===== src/rtl/mmio_timer_pkg.sv =====
// mmio_timer_pkg: shared constants for the memory-mapped countdown timer.
// Word offsets are memaddr[4:2] inside the 32-byte register window.
package mmio_timer_pkg;

   // Width of the PRESCALE register and of the internal prescaler counter
   localparam int PRESCALE_W = 16;

   // Register word offsets (memaddr[4:2])
   localparam logic [2:0] OFS_CTRL     = 3'd0;
   localparam logic [2:0] OFS_LOAD     = 3'd1;
   localparam logic [2:0] OFS_COUNT    = 3'd2;
   localparam logic [2:0] OFS_STATUS   = 3'd3;
   localparam logic [2:0] OFS_PRESCALE = 3'd4;
   localparam logic [2:0] OFS_CYCLES   = 3'd5;

   // CTRL bit positions
   localparam int CTRL_EN = 0;
   localparam int CTRL_AR = 1;
   localparam int CTRL_IE = 2;

   // STATUS bit positions
   localparam int STATUS_EXP = 0;

endpackage


===== src/rtl/timer_prescaler.sv =====
// timer_prescaler: divides the clock by (limit+1) while enabled.
// pcnt sits at 0 while disabled; clear forces it back to 0 for a fresh period.
module timer_prescaler
   import mmio_timer_pkg::*;
(
   input  logic                  clk,
   input  logic                  reset,
   input  logic                  enable,
   input  logic                  clear,
   input  logic [PRESCALE_W-1:0] limit,
   output logic                  tick
);

   logic [PRESCALE_W-1:0] pcnt;

   // A tick fires on the cycle the counter has reached the limit
   assign tick = enable & (pcnt == limit);

   // Count up while enabled and wrap exactly at the limit; clear or disable restart at 0
   always_ff @(posedge clk) begin
      if (reset) begin
         pcnt <= '0;
      end else if (clear || !enable || (pcnt == limit)) begin
         pcnt <= '0;
      end else begin
         pcnt <= pcnt + PRESCALE_W'(1);
      end
   end

endmodule


===== src/rtl/mmio_timer.sv =====
// mmio_timer: memory-mapped countdown timer on the CPU data bus.
// Reads are combinational so a load completes in the same cycle; writes land
// on the rising edge when memwrite & sel.
// Optional macro MMIO_TIMER_CYCLES_EN adds the free-running CYCLES counter at 0x14.
module mmio_timer
   import mmio_timer_pkg::*;
#(
   parameter logic [31:0] BASE_ADDR = 32'hFFFF_FF00,
   parameter int          CNT_W     = 32
) (
   input  logic        clk,
   input  logic        reset,
   input  logic        memwrite,
   input  logic [31:0] memaddr,
   input  logic [31:0] memwritedata,
   output logic        sel,
   output logic [31:0] memreaddata,
   output logic        irq
);

   logic [2:0]            ofs;
   logic                  wr;
   logic                  wr_ctrl;
   logic                  wr_load;
   logic                  wr_count;
   logic                  wr_status;
   logic                  wr_prescale;
   logic [CNT_W-1:0]      wdata_cnt;

   logic                  en;
   logic                  ar;
   logic                  ie;
   logic [CNT_W-1:0]      load;
   logic [CNT_W-1:0]      count;
   logic                  exp;
   logic [PRESCALE_W-1:0] prescale;

   logic                  tick;
   logic                  tick_eff;
   logic                  pclear;
   logic [CNT_W-1:0]      count_nxt;
   logic                  exp_set;
   logic                  en_off;

   logic                  unused_bits;

   // Byte lane bits are ignored; the data bits feed registers of various widths
   assign unused_bits = ^{memaddr[1:0], memwritedata};

   assign sel         = (memaddr[31:5] == BASE_ADDR[31:5]);
   assign ofs         = memaddr[4:2];
   assign wr          = memwrite & sel;
   assign wr_ctrl     = wr & (ofs == OFS_CTRL);
   assign wr_load     = wr & (ofs == OFS_LOAD);
   assign wr_count    = wr & (ofs == OFS_COUNT);
   assign wr_status   = wr & (ofs == OFS_STATUS);
   assign wr_prescale = wr & (ofs == OFS_PRESCALE);
   assign wdata_cnt   = memwritedata[CNT_W-1:0];

   // Restart the prescale period on LOAD or PRESCALE writes and when EN goes 0->1
   assign pclear = wr_load | wr_prescale | (wr_ctrl & memwritedata[CTRL_EN] & ~en);

   // A CPU write to CTRL, LOAD or COUNT owns the counter this cycle, so the tick is lost
   assign tick_eff = tick & ~(wr_ctrl | wr_load | wr_count);

   assign irq = exp & ie;

   timer_prescaler u_prescaler (
      .clk    (clk),
      .reset  (reset),
      .enable (en),
      .clear  (pclear),
      .limit  (prescale),
      .tick   (tick)
   );

   // Countdown decision for the current tick: decrement, expire, reload or stop
   always_comb begin
      count_nxt = count;
      exp_set   = 1'b0;
      en_off    = 1'b0;
      if (tick_eff) begin
         if (count > CNT_W'(1)) begin
            count_nxt = count - CNT_W'(1);
         end else if (count == CNT_W'(1)) begin
            exp_set = 1'b1;
            if (ar) begin
               count_nxt = load;
            end else begin
               count_nxt = '0;
               en_off    = 1'b1;
            end
         end else begin
            if (ar) begin
               count_nxt = load;
            end else begin
               en_off = 1'b1;
            end
         end
      end
   end

   // CTRL fields; a one-shot expiry drops EN when the CPU is not writing CTRL
   always_ff @(posedge clk) begin
      if (reset) begin
         en <= 1'b0;
         ar <= 1'b0;
         ie <= 1'b0;
      end else if (wr_ctrl) begin
         en <= memwritedata[CTRL_EN];
         ar <= memwritedata[CTRL_AR];
         ie <= memwritedata[CTRL_IE];
      end else if (en_off) begin
         en <= 1'b0;
      end
   end

   // LOAD and COUNT; CPU writes take priority over the countdown
   always_ff @(posedge clk) begin
      if (reset) begin
         load  <= '0;
         count <= '0;
      end else if (wr_load) begin
         load  <= wdata_cnt;
         count <= wdata_cnt;
      end else if (wr_count) begin
         count <= wdata_cnt;
      end else begin
         count <= count_nxt;
      end
   end

   // EXP is write-1-to-clear, but a same-cycle expiry keeps it set
   always_ff @(posedge clk) begin
      if (reset) begin
         exp <= 1'b0;
      end else begin
         exp <= exp_set | (exp & ~(wr_status & memwritedata[STATUS_EXP]));
      end
   end

   // PRESCALE register holds the divider limit
   always_ff @(posedge clk) begin
      if (reset) begin
         prescale <= '0;
      end else if (wr_prescale) begin
         prescale <= memwritedata[PRESCALE_W-1:0];
      end
   end

`ifdef MMIO_TIMER_CYCLES_EN
   logic [31:0] cycles;

   // Free-running cycle counter, loadable by the CPU, wraps naturally
   always_ff @(posedge clk) begin
      if (reset) begin
         cycles <= '0;
      end else if (wr && (ofs == OFS_CYCLES)) begin
         cycles <= memwritedata;
      end else begin
         cycles <= cycles + 32'd1;
      end
   end
`endif

   // Zero-latency read mux; unused bits and unmapped offsets read 0
   always_comb begin
      memreaddata = '0;
      if (sel) begin
         case (ofs)
            OFS_CTRL: begin
               memreaddata[CTRL_EN] = en;
               memreaddata[CTRL_AR] = ar;
               memreaddata[CTRL_IE] = ie;
            end
            OFS_LOAD:     memreaddata[CNT_W-1:0]      = load;
            OFS_COUNT:    memreaddata[CNT_W-1:0]      = count;
            OFS_STATUS:   memreaddata[STATUS_EXP]     = exp;
            OFS_PRESCALE: memreaddata[PRESCALE_W-1:0] = prescale;
`ifdef MMIO_TIMER_CYCLES_EN
            OFS_CYCLES:   memreaddata                 = cycles;
`endif
            default:      memreaddata                 = '0;
         endcase
      end
   end

endmodule


===== config.mk =====
export PLATFORM = sky130hd
export DESIGN_NAME = mmio_timer
export DESIGN_NICKNAME = d
export VERILOG_FILES = /design/src/rtl/mmio_timer_pkg.sv /design/src/rtl/timer_prescaler.sv /design/src/rtl/mmio_timer.sv
export SDC_FILE = /design/constraint.sdc
export NUM_CORES = 1
export LEC_CHECK = 0
export CORE_MARGIN = 2
export CORE_UTILIZATION = 50
export DETAILED_ROUTE_END_ITERATION = 8
export GPL_ROUTABILITY_DRIVEN = 0
export PLACE_DENSITY = 0.76
export SLEW_MARGIN = 40
export SYNTH_ARGS = -nofsm -noshare
export SYNTH_HDL_FRONTEND = slang
export SYNTH_HIERARCHICAL = 1
export SYNTH_SLANG_ARGS = --single-unit

===== constraint.sdc =====
create_clock -name clk -period 3.5 [get_ports clk]
set_clock_uncertainty 0.15 [all_clocks]
set_input_delay 0.35 -clock clk [delete_from_list [all_inputs] [get_ports clk]]
set_output_delay 0.35 -clock clk [all_outputs]
set_load 0.005 [all_outputs]

==> run metrics, run 1 <==
status=finished clean; hold endpoint=load[8]; critical path depth=7; fill count=1,046; post-route setup slack=0.213 ns; P&R area growth vs syn=23.2%; Synthesized Nets=882; hold bufs inserted after CTS=0; RSZ-0062 raised after global routing=false; Internal Pwr Total=1780 uW; hpwl dp=13,300 um; max frequency=304 MHz; Rows=40; Post-CTS Resized=0; post-route standard cell area excluding fillers=7400 sq um; clock latency on the worst-skew pair=0.36 ns; R2R Path End=count[16]; initial antenna violation count=0; drt drc=0; Slew headroom=43.8%; Synth Flop Type=dfxtp_1; CTS max path bufs=2; Hold Vio Cnt, Final=0; synth warn=6; PwrDens=311 nW/um^2; Vias/cell=6.31; sequential share of power=49.4%; root buf cell=clkbuf_16; via count=6,529; Seq cells post-synth=100; worst endpoint required time=3.60 ns; Buf+Inv Stages, Crit Path=1; R2R Setup Slk=0.21 ns; worst min-delay path startpoint=load[8]; Post-synth ARST share=0%; Final Util=62.4%; share of layout cells above drive strength 1=7.67%; vias in the first global route=6,180; Slew @ Worst Pin=0.842 ns; Synth Instances=812; final worst path period share=93.9%; initial core utilization=50.6%; vertical die dimension=114 um; Critical R2R Launch=count[16]; Detailed Routing Iterations Pass 1=6; CP Max Fanout=42; EDFF count, synth=0; Top Ports=101; VDD IR-drop max=0.226 mV; chip width=114 um; Net count, final=953; Tmin final=3.29 ns; logic gate share of total power=6.5%; Post-Syn Area=6010 sq um; antenna cells=0; Initial DRC Count=742; TritonCTS Buffers=9; CTS tree=done; Switch Pwr=516 uW; final wirelength=19,300 um; grt total ovfl=0; H-Tree Depth=3; Setup WS pre-CTS=0.258 ns; register area share after synthesis=33.3%; Post-CTS Setup Repair Bufs=0; Clk pin slew, worst setup/hold paths=0.07 ns; die area=12,900 sq um; crit path max-delay cell type=or4_2; hold-critical path depth=2; clock sink total=100; sw frac=22.4%; area post-placement=7110 sq um; crit path DAT=3.39 ns; Clk pwr share=44.1%; kind of end point of the critical path=register; worst-path cell chain=or4_1 > or4_4 > or4_2 > buf_4 > nand3_2 > o211ai_1 > a221oi_1; worst r2r path cells=7; largest net degree at the start of global routing=73; Largest stage delay, worst path=0.70 ns; Mapped Avg Cell Area=7.40 sq um; core region area=11,900 sq um; crit start category=register; port bufs=98; critical path class=register to register; global-route wire length before repair=30,600 um; max cap viols=0; Final ANT Viol Nets=0; GRT Util Overall=29.6%; post-synthesis cell type count=63; CP top delay family=simple AND/OR/NAND/NOR gates; Hold Path Class=register to register; routed length per instance=18.7 um; static leakage=0.00246 uW; Pins Over Slew Limit=0; final setup fails=0; setup_tns=0 ns
stage by stage:
step / hold slack [ns] / std cells / power, uW
6_report: 0.330 / 1034 / 2300
3_5_place_dp: 0.318 / 1019 / 1310
2_1_floorplan: 0.295 / 812 / 1210
4_1_cts: 0.327 / 1034 / 2310
3_3_place_gp: 0.308 / 1019 / 1310
5_1_grt: 0.345 / 1034 / 2360
power groups by stage:
stage | registers (uW) | clock network (uW) | logic, uW
5_1_grt | 1140 | 1070 | 155
3_3_place_gp | 1160 | 0 | 144
2_1_floorplan | 1160 | 0 | 44.7
3_5_place_dp | 1160 | 0 | 145
6_report | 1140 | 1010 | 149
4_1_cts | 1140 | 1030 | 146
registers in the layout (all words and copies together), names as in the netlist:
register	count
count	32
load	32
prescale	16
u_prescaler/pcnt	16
ar	1
en	1
exp	1
ie	1
cell families (layout without fill, tap and decap cells):
kind of cell / count (synthesis) / in the layout / synth area share [%]
xor+xnor: 51 / 51 / 7.44
mux: 6 / 6 / 1.02
fa+ha+maj: 3 / 3 / 0.625
compound gates: 210 / 210 / 23.6
flops: 100 / 100 / 33.3
simple gates: 361 / 361 / 28.3
buf+inv: 81 / 156 / 5.73
layer usage:
metal | part of all wire, % | vias to the layer above | track usage [%]
li1 | - | 3056 | -
met1 | 40 | 3032 | 37.8
met2 | 46 | 384 | 48.0
met3 | 9.7 | 57 | 5.58
met4 | 3.6 | 0 | 15.2
met5 | 0 | - | 0
worst max-delay path by stage:
stage | slack (ns) | endpoint | start
5_1_grt | 0.13 | count[16] | count[16]
6_report | 0.21 | count[16] | count[16]
2_1_floorplan | 0.59 | count[28] | count[16]
4_1_cts | 0.24 | count[16] | count[16]
3_5_place_dp | 0.26 | count[16] | count[16]
3_3_place_gp | 0.33 | count[28] | count[16]
final cells by class:
class	count	area, sq um	area share [%]
clock inverter	4	50.0	0.676
tap	147	184	2.48
clock buffer	11	243	3.28
sequential	100	2000	27.0
multi-input combinational	631	3680	49.7
timing repair buffer	127	1190	16.1
inverter	14	52.6	0.710
tightest hold or removal path, cell delays in order (launching register included):
cell	delay [ns]
dfxtp_1	0.33
nand2_1	0.06
a21oi_1	0.05
cell usage in the layout (no fill, tap or decap), types with 6 or more instances in the layout:
cell	count
clkdlybuf4s50_1	97
o211ai_1	9
a22oi_1	29
a21oi_1	74
xnor2_1	40
nand2_1	141
buf_4	29
clkbuf_16	9
dfxtp_1	100
o31ai_1	7
inv_1	14
o21a_1	6
nor3_1	24
and3_1	6
o2111ai_1	15
nand4_1	18
a211oi_1	6
nor2_1	80
a31oi_1	14
o21ai_0	16
xor2_1	11
nor4_1	18
nand3_1	32
Yosys cell counts, types with 9 or more instances:
| master | instances | area, sq um |
|---|---|---|
| nand2_1 | 141 | 529 |
| nor2_1 | 80 | 300 |
| dfxtp_1 | 100 | 2000 |
| xor2_1 | 11 | 96.3 |
| xnor2_1 | 40 | 350 |
| inv_1 | 14 | 52.6 |
| a22oi_1 | 29 | 218 |
| nor3_1 | 24 | 120 |
| nand4_1 | 18 | 113 |
| clkbuf_1 | 53 | 199 |
| o211ai_1 | 9 | 67.6 |
| a21oi_1 | 74 | 370 |
| nor4_1 | 18 | 113 |
| nand3_1 | 32 | 160 |
| o2111ai_1 | 15 | 131 |
| o21ai_0 | 16 | 80.1 |
| a31oi_1 | 14 | 87.6 |
Note: power is estimated with default switching activity, not from simulation.
==> inputs of run 2 (changes only) <==
clock period = 4 ns   (was 3.5 ns; I/O delays follow)
==> run 2 against run 1 <==
  * Cell count fell by 0.39%
  * Sequential cell count did not move
  * Non-clock buffer count shrank 5
  * Wire length is 0.73% lower
  * Register-to-register slack better by 0.31 ns
  * Power fell by 8.5%
  * Clock-buffer cell count did not move
  * Sequential power is 13% lower
  * Core utilization up 0.053 points
  * Critical path depth grew 3
  * Worst hold slack got worse by 0.0095 ns
  * Critical endpoint is now count[22]
  * Largest power group unchanged
==> run metrics, run 2 (same netlist as run 1, synthesis figures left out) <==
crit path DAT=3.62 ns; M2 GR Usage=49.3%; GRT Max-Usage Layer=met2; antenna cells=0; H-Tree Depth=3; Rows=40; CTS tree=done; max frequency=287 MHz; clock sink total=100; die area=12,900 sq um; CTS max path bufs=2; kind of end point of the critical path=register; Hold Path Class=register to register; static leakage=0.00246 uW; Setup WS pre-CTS=0.582 ns; crit start category=register; core region area=11,900 sq um; port bufs=98; P&R area growth vs syn=23.3%; vertical die dimension=114 um; largest net degree at the start of global routing=46; GRT Util Overall=29.6%; Detailed Routing Iterations Pass 1=5; vias in the first global route=6,318; status=finished clean; area occupied by multi-input gates=3680 sq um; worst endpoint required time=4.14 ns; hold slack=0.320 ns; Slew @ Worst Pin=0.849 ns; Slew headroom=43.4%; Final ANT Viol Nets=0; clock latency on the worst-skew pair=0.36 ns; final wirelength=19,200 um; share of layout cells above drive strength 1=7.36%; max cap viols=0; area post-placement=7070 sq um; Net count, final=948; RSZ-0062 raised after global routing=false; PwrDens=284 nW/um^2; fill count=1,098; Post-CTS Resized=0; post-route setup slack=0.519 ns; Clk pin slew, worst setup/hold paths=0.07 ns; global-route wire length before repair=30,800 um; setup_tns=0 ns; via count=6,516; hold bufs inserted after CTS=0; VDD IR-drop max=0.227 mV; grt total ovfl=0; Top Registers=count: 32 flops, load: 32 flops; sequential cell area=2000 sq um; initial core utilization=50.6%; root buf cell=clkbuf_16; met3 Usage GRT=5.63%; Tmin final=3.48 ns; critical path class=register to register; commonest non-fill, non-tap cell in the layout=nand2_1; CP Max Fanout=18; most frequent cells in the layout=141 x nand2_1, 100 x dfxtp_1, 97 x clkdlybuf4s50_1; Pins Over Slew Limit=0; chip width=114 um; routed length per instance=18.6 um; Final Util=62.5%; Post-CTS Setup Repair Bufs=0; hpwl dp=13,100 um; final worst path period share=87.0%; Hold Vio Cnt, Final=0; Top Ports=101; Initial DRC Count=509; final setup fails=0; met1 Use GR=36.7%; drt drc=0; post-route standard cell area excluding fillers=7410 sq um; initial antenna violation count=0; TritonCTS Buffers=9; Vias/cell=6.33
[run 2: changes by cell type in the layout (fill, tap and decap cells not counted), sizes merged]
cell    delta
buf        -5
bufinv     +1
[run 2: layer usage]
layer | wire length, um | up-vias
li1 | - | 3038
met1 | 7750 | 3047
met2 | 9030 | 385
met3 | 1860 | 46
met4 | 556 | 0
met5 | 0 | -
[run 2: through the flow]
| stage | instances | total power (uW) |
|---|---|---|
| floorplan | 812 | 1060 |
| global placement | 1014 | 1140 |
| detailed placement | 1014 | 1140 |
| CTS | 1030 | 2110 |
| global route | 1030 | 2170 |
| finish | 1030 | 2110 |
[run 2: where the power goes]
group | internal [uW] | switching (uW) | leakage (uW)
Combinational | 68.3 | 61.4 | 0.00150
Clock | 583 | 397 | 0.000158
Sequential | 995 | 0.00000157 | 0.000805
[run 2: final timing paths]
path                                      startpoint         to  slack (ns)  depth (start not counted)
worst max-delay path            u_prescaler/pcnt[10]  count[22]        0.52                         10
worst min-delay path                        load[25]   load[25]        0.32                          2
worst max register to register  u_prescaler/pcnt[10]  count[22]        0.52                         10
worst min register to register              load[25]   load[25]        0.32                          2
[run 2: final cells by class]
cell class / count / area share (%)
Inverter: 14 / 0.709
Sequential cell: 100 / 27.0
Clock buffer: 11 / 3.41
Tap cell: 147 / 2.48
Timing Repair Buffer: 122 / 15.6
Multi-Input combinational cell: 631 / 49.6
Clock inverter: 5 / 1.13
[run 2: worst max-delay path, cell delays in order, from the launching register on]
cell       delay [ns]
dfxtp_1          0.47
xnor2_1          0.16
nand4_1          0.19
nor4_4           0.31
buf_4            0.27
and2_2           0.21
inv_1            0.04
a41oi_1          0.33
nand2_1          0.61
nand2_1          0.47
a2bb2oi_1        0.19
